## src/rtl/sa_operand_skewer.sv

```systemverilog
// Operand feeder for the systolic array: buffers K slices of A/B, then replays
// them as diagonally skewed, zero-padded wavefronts on the array row/column edges.
module sa_operand_skewer #(
    parameter int M          = 4,
    parameter int K          = 4,
    parameter int N          = 4,
    parameter int DATA_WIDTH = 8
) (
    input  logic                    clk,
    input  logic                    reset_n,
    input  logic                    flush,
    input  logic                    in_valid,
    output logic                    in_ready,
    input  logic [M*DATA_WIDTH-1:0] in_a_col,
    input  logic [N*DATA_WIDTH-1:0] in_b_row,
    output logic [M*DATA_WIDTH-1:0] out_a,
    output logic [N*DATA_WIDTH-1:0] out_b,
    output logic                    out_valid,
    output logic                    out_first,
    output logic                    out_last,
    output logic                    done,
    output logic                    busy
);
    localparam int DW = DATA_WIDTH;
    localparam int T  = K + M + N - 2;
    localparam int KW = (K > 1) ? $clog2(K) : 1;
    localparam int TW = $clog2(T + 1);

    typedef enum logic {S_LOAD, S_STREAM} state_t;

    state_t          r_state, w_state_nxt;
    logic [KW-1:0]   r_beat_cnt, w_beat_cnt_nxt;
    logic [TW-1:0]   r_t, w_t_nxt;
    logic [M*DW-1:0] r_out_a, w_out_a_nxt, w_wave_a;
    logic [N*DW-1:0] r_out_b, w_out_b_nxt, w_wave_b;
    logic            r_valid, r_first, r_last, r_done;
    logic            w_valid_nxt, w_first_nxt, w_last_nxt, w_done_nxt;
    logic            w_accept, w_emit;
    logic [TW-1:0]   w_wave_t;

    logic [DW-1:0]   r_a_buf  [K][M];
    logic [DW-1:0]   r_b_buf  [K][N];
    logic [DW-1:0]   w_a_view [K][M];
    logic [DW-1:0]   w_b_view [K][N];

    assign in_ready  = (r_state == S_LOAD);
    assign busy      = (r_state != S_LOAD);
    assign w_accept  = in_valid & in_ready & ~flush;
    assign out_a     = r_out_a;
    assign out_b     = r_out_b;
    assign out_valid = r_valid;
    assign out_first = r_first;
    assign out_last  = r_last;
    assign done      = r_done;

    always_ff @(posedge clk) begin
        if (w_accept) begin
            for (int i = 0; i < M; i++) r_a_buf[r_beat_cnt][i] <= in_a_col[i*DW +: DW];
            for (int j = 0; j < N; j++) r_b_buf[r_beat_cnt][j] <= in_b_row[j*DW +: DW];
        end
    end

    // The slice being written this cycle is bypassed so the t=0 wavefront can
    // be registered on the same edge that accepts the last beat.
    always_comb begin
        for (int k = 0; k < K; k++) begin
            for (int i = 0; i < M; i++)
                w_a_view[k][i] = (w_accept && (int'(r_beat_cnt) == k)) ? in_a_col[i*DW +: DW]
                                                                       : r_a_buf[k][i];
            for (int j = 0; j < N; j++)
                w_b_view[k][j] = (w_accept && (int'(r_beat_cnt) == k)) ? in_b_row[j*DW +: DW]
                                                                       : r_b_buf[k][j];
        end
    end

    always_comb begin
        w_wave_a = '0;
        w_wave_b = '0;
        for (int i = 0; i < M; i++)
            if ((int'(w_wave_t) >= i) && (int'(w_wave_t) - i < K))
                w_wave_a[i*DW +: DW] = w_a_view[KW'(int'(w_wave_t) - i)][i];
        for (int j = 0; j < N; j++)
            if ((int'(w_wave_t) >= j) && (int'(w_wave_t) - j < K))
                w_wave_b[j*DW +: DW] = w_b_view[KW'(int'(w_wave_t) - j)][j];
    end

    always_comb begin
        w_state_nxt    = r_state;
        w_beat_cnt_nxt = r_beat_cnt;
        w_t_nxt        = r_t;
        w_wave_t       = '0;
        w_emit         = 1'b0;
        w_done_nxt     = 1'b0;
        if (flush) begin
            w_state_nxt    = S_LOAD;
            w_beat_cnt_nxt = '0;
            w_t_nxt        = '0;
        end else begin
            case (r_state)
                S_LOAD: begin
                    if (w_accept) begin
                        if (r_beat_cnt == KW'(K - 1)) begin
                            w_state_nxt    = S_STREAM;
                            w_beat_cnt_nxt = '0;
                            w_t_nxt        = '0;
                            w_emit         = 1'b1;
                        end else begin
                            w_beat_cnt_nxt = r_beat_cnt + 1'b1;
                        end
                    end
                end
                S_STREAM: begin
                    if (r_t == TW'(T - 1)) begin
                        w_state_nxt = S_LOAD;
                        w_t_nxt     = '0;
                        w_done_nxt  = 1'b1;
                    end else begin
                        w_t_nxt  = r_t + 1'b1;
                        w_wave_t = r_t + 1'b1;
                        w_emit   = 1'b1;
                    end
                end
                default: w_state_nxt = S_LOAD;
            endcase
        end
        w_valid_nxt = w_emit;
        w_first_nxt = w_emit && (w_wave_t == '0);
        w_last_nxt  = w_emit && (w_wave_t == TW'(T - 1));
        w_out_a_nxt = w_emit ? w_wave_a : '0;
        w_out_b_nxt = w_emit ? w_wave_b : '0;
    end

    always_ff @(posedge clk or negedge reset_n) begin
        if (!reset_n) begin
            r_state    <= S_LOAD;
            r_beat_cnt <= '0;
            r_t        <= '0;
            r_out_a    <= '0;
            r_out_b    <= '0;
            r_valid    <= 1'b0;
            r_first    <= 1'b0;
            r_last     <= 1'b0;
            r_done     <= 1'b0;
        end else begin
            r_state    <= w_state_nxt;
            r_beat_cnt <= w_beat_cnt_nxt;
            r_t        <= w_t_nxt;
            r_out_a    <= w_out_a_nxt;
            r_out_b    <= w_out_b_nxt;
            r_valid    <= w_valid_nxt;
            r_first    <= w_first_nxt;
            r_last     <= w_last_nxt;
            r_done     <= w_done_nxt;
        end
    end
endmodule

```

## config.mk

```make
export PLATFORM = sky130hd
export DESIGN_NAME = sa_operand_skewer
export DESIGN_NICKNAME = d
export VERILOG_FILES = /design/src/rtl/sa_operand_skewer.sv
export SDC_FILE = /design/constraint.sdc
export NUM_CORES = 1
export LEC_CHECK = 0
export ABC_AREA = 1
export CAP_MARGIN = 20
export CORE_ASPECT_RATIO = 2
export CORE_MARGIN = 5
export CORE_UTILIZATION = 50
export CTS_CLUSTER_SIZE = 14
export DETAILED_ROUTE_END_ITERATION = 8
export GPL_TIMING_DRIVEN = 0
export PLACE_DENSITY = 0.68
export SYNTH_ARGS = -nofsm -noshare
export SYNTH_HDL_FRONTEND = slang
export SYNTH_SLANG_ARGS = --single-unit
```

## constraint.sdc

```tcl
create_clock -name clk -period 4 [get_ports clk]
set_input_delay 0.8 -clock clk [delete_from_list [all_inputs] [get_ports clk]]
set_output_delay 0.8 -clock clk [all_outputs]
set_load 0.1 [all_outputs]
```

==> summary.md <==
| Metric | Value |
|---|---|
| Crit. End Element | flip-flop |
| Setup Buffers After CTS | 0 |
| Number of port buffers | 137 |
| CTS Buf Count | 29 |
| CTS max path bufs | 3 |
| Avg Cell Area, Syn | 10.5 um2 |
| Hpwl dp | 25.8 mm |
| Std cell rows | 88 |
| Area of the core | 28700 um2 |
| Switching pwr | 0.00154 W |
| Area after DPL | 16400 um2 |
| Wire per inst | 20.2 um |
| Share of layout cells above drive strength 1 | 9.21% |
| Final setup viols | 0 |
| Syn Nets | 1460 |
| Critical path's most frequent cell | clkbuf_1 |
| Critical path buffer and inverter count | 6 |
| Largest net degree at the start of global routing | 57 |
| Synthesized area | 14400 um2 |
| Final instance area | 17300 um2 |
| Crit path max-delay cell type | clkdlybuf4s50_1 |
| CP Data Required Time | 4.46 ns |
| Clk_lat worst skew | 0.58 ns |
| Critical Path Max Stage Delay | 0.55 ns |
| Internal power | 0.00533 W |
| Number of max-cap violations | 0 |
| Clock Skew | 0.0250 ns |
| CP Class | input port to flip-flop |
| Drt drc | 0 |
| P&R area growth vs syn | 19.7% |
| Die footprint | 32600 um2 |
| PD cells | 397 nW/um2 |
| Sink Count | 330 |
| Crit path DAT | 4.33 ns |
| Post-synthesis sequential area ratio | 66.0% |
| YS warnings | 0 |
| Status | completed |
| Vias in the first global route | 11000 |
| Peak Freq | 258 MHz |
| CP startpoint kind | input port |
| Antenna Violating Nets Remaining | 0 |
| Clock root cell | clkbuf_16 |
| Routed vias/inst | 5.56 |
| Met2 Resource Use GR | 43.2% |
| Delay-heaviest family, CP | buffers and inverters |
| Cells after Synth | 1378 |
| IO Count | 138 |
| Sequential power share | 55.2% |
| Cell breakdown of the critical path | clkdlybuf4s50_1 -> nor2_2 -> nand2_4 -> nor2_4 -> inv_2 -> clkbuf_1 -> ha_1 -> clkbuf_1 -> inv_1 -> clkbuf_1 -> nand3_1 -> nand3_1 -> nor2_1 |
| Combinational share of power | 6.5% |
| Fin crit share | 96.8% |
| GR peak layer | met2 |
| Non-filler instance count after layout | 1938 |
| Peak supply drop | 0.384 mV |
| Die width | 130 um |
| Placed cell count | 1880 |
| CP Max Fanout | 14 |
| 1st-iter DRT viols | 869 |
| First-pass GRT wire length | 60.5 mm |
| Die Y | 250 um |
| Fin. Hold Viols | 0 |
| Initial Util | 50.3% |
| DRT Wirelength | 39.1 mm |
| Total track usage | 24.0% |
| Worst relative slew slack | 33.8% |
| Grt met1 use | 28.3% |
| Register clock-pin slew on the reported worst setup and hold paths | 0.07 ns |
| Minimum clock period | 3.87 ns |
| Max Slew Vio Count | 0 |
| Hold buffers post-CTS | 0 |
| Router iterations before antenna repair | 6 |
| Resized Gates After CTS | 0 |
| Final nets | 1633 |
| Register bit total from synthesis | 330 |
| H-tree Lvls | 1 |
| Flop-to-flop setup slack | 0.30 ns |
| CTS tree | done |
| Final core occ | 60.2% |
| Vias | 10800 |
| Unrepaired setup endpoints after global routing | false |
| Leak Pwr | 6.96 nW |
| Worst Hold Class | input port to async pin |
| Overflow after GRT | 0 |
| Final RePlAce weighted congestion | 0.878 |
| Met3 usage | 2.16% |
| Clk network pwr share | 38.3% |
| Initial antenna violation count | 4 |
| Sw Share | 22.4% |
| Post-synth cell types | 29 |
| Worst-margin pin slew | 0.991 ns |
cell usage after synthesis (all sizes together):
master / count / area share [%]
nor2: 73 / 2.3
xnor2: 2 / 0.12
edfxtp: 256 / 53
o21ai: 103 / 3.6
o211ai: 46 / 2.4
nor3: 3 / 0.10
xor2: 1 / 0.061
nand4: 2 / 0.087
clkbuf: 28 / 0.73
buf: 56 / 2.1
inv: 98 / 2.5
ha: 14 / 1.2
nand2: 388 / 10
dfrtp: 74 / 13
nand3: 200 / 7.1
a21oi: 2 / 0.069
or2: 32 / 1.4
cell type report:
class / count / area (um2)
fillers: 2371 / 11400
flip-flops and latches: 330 / 9540
multi-input cells: 866 / 4140
repair buffers: 142 / 1510
clock buffers: 48 / 817
well taps: 360 / 450
plain buffers: 84 / 417
inverters: 98 / 368
clock inverters: 6 / 45.0
diodes: 4 / 10.0
registers in the layout (all words and copies together), names as in the netlist:
| register | cells |
|---|---|
| r_a_buf | 128 |
| r_b_buf | 128 |
| out_a | 32 |
| out_b | 32 |
| r_t | 4 |
| r_beat_cnt | 2 |
| busy | 1 |
| done | 1 |
| out_first | 1 |
| out_last | 1 |
cell usage in the layout (no fill, tap or decap), drive strengths merged:
| master | count |
|---|---|
| nand2 | 388 |
| edfxtp | 256 |
| nand3 | 200 |
| clkdlybuf4s50 | 136 |
| o21ai | 103 |
| inv | 99 |
| clkbuf | 76 |
| dfrtp | 74 |
| nor2 | 73 |
| buf | 62 |
| o211ai | 46 |
| or2 | 32 |
| ha | 14 |
| clkinv | 5 |
| diode | 4 |
| nor3 | 3 |
| nand4 | 2 |
| a21oi | 2 |
| xnor2 | 2 |
| xor2 | 1 |
per-stage QoR:
stage / setup slack (ns) / power [W] / hold WS, ns / setup TNS (ns)
after floorplan: 0.189 / 0.00408 / 0.504 / 0
after global placement: -2.20 / 0.00429 / 0.602 / -199.75
after detailed placement: -0.409 / 0.00431 / 0.597 / -9.73
after CTS: 0.178 / 0.00690 / 0.112 / 0
after global routing: 0.0169 / 0.00707 / 0.129 / 0
final: 0.127 / 0.00687 / 0.118 / 0
layer usage:
layer	part of all wire, %	vias to the layer above
li1	-	5019
met1	36	5218
met2	54	428
met3	5.4	102
met4	4.1	0
met5	0	-
power groups by stage:
stage / combinational [W] / clock [W] / sequential (W)
2_1_floorplan: 0.000202 / 0 / 0.00388
3_5_place_dp: 0.000447 / 0 / 0.00387
6_report: 0.000447 / 0.00263 / 0.00379
3_3_place_gp: 0.000423 / 0 / 0.00387
5_1_grt: 0.000491 / 0.00278 / 0.00380
4_1_cts: 0.000449 / 0.00265 / 0.00379
cell families after synthesis:
group / count (synthesis) / share of synthesized area (%)
flops: 330 / 66.0
buf+inv: 182 / 5.35
xor+xnor: 3 / 0.182
compound gates: 151 / 6.05
fa+ha+maj: 14 / 1.21
simple gates: 698 / 21.2
path summary, 6_finish.rpt:
kind,from,to,depth (start not counted)
setup / recovery,flush,out_a[13]$_DFF_PN0_,13
hold / removal,reset_n,out_b[19]$_DFF_PN0_,1
setup reg to reg,r_t[1]$_DFFE_PN0P_,out_a[13]$_DFF_PN0_,14
hold reg to reg,r_t[3]$_DFFE_PN0P_,r_t[3]$_DFFE_PN0P_,2
max in group asynchronous,reset_n,out_b[6]$_DFF_PN0_,2
min in group clk,r_t[3]$_DFFE_PN0P_,r_t[3]$_DFFE_PN0P_,2
Power figures use the tool's default switching activity.
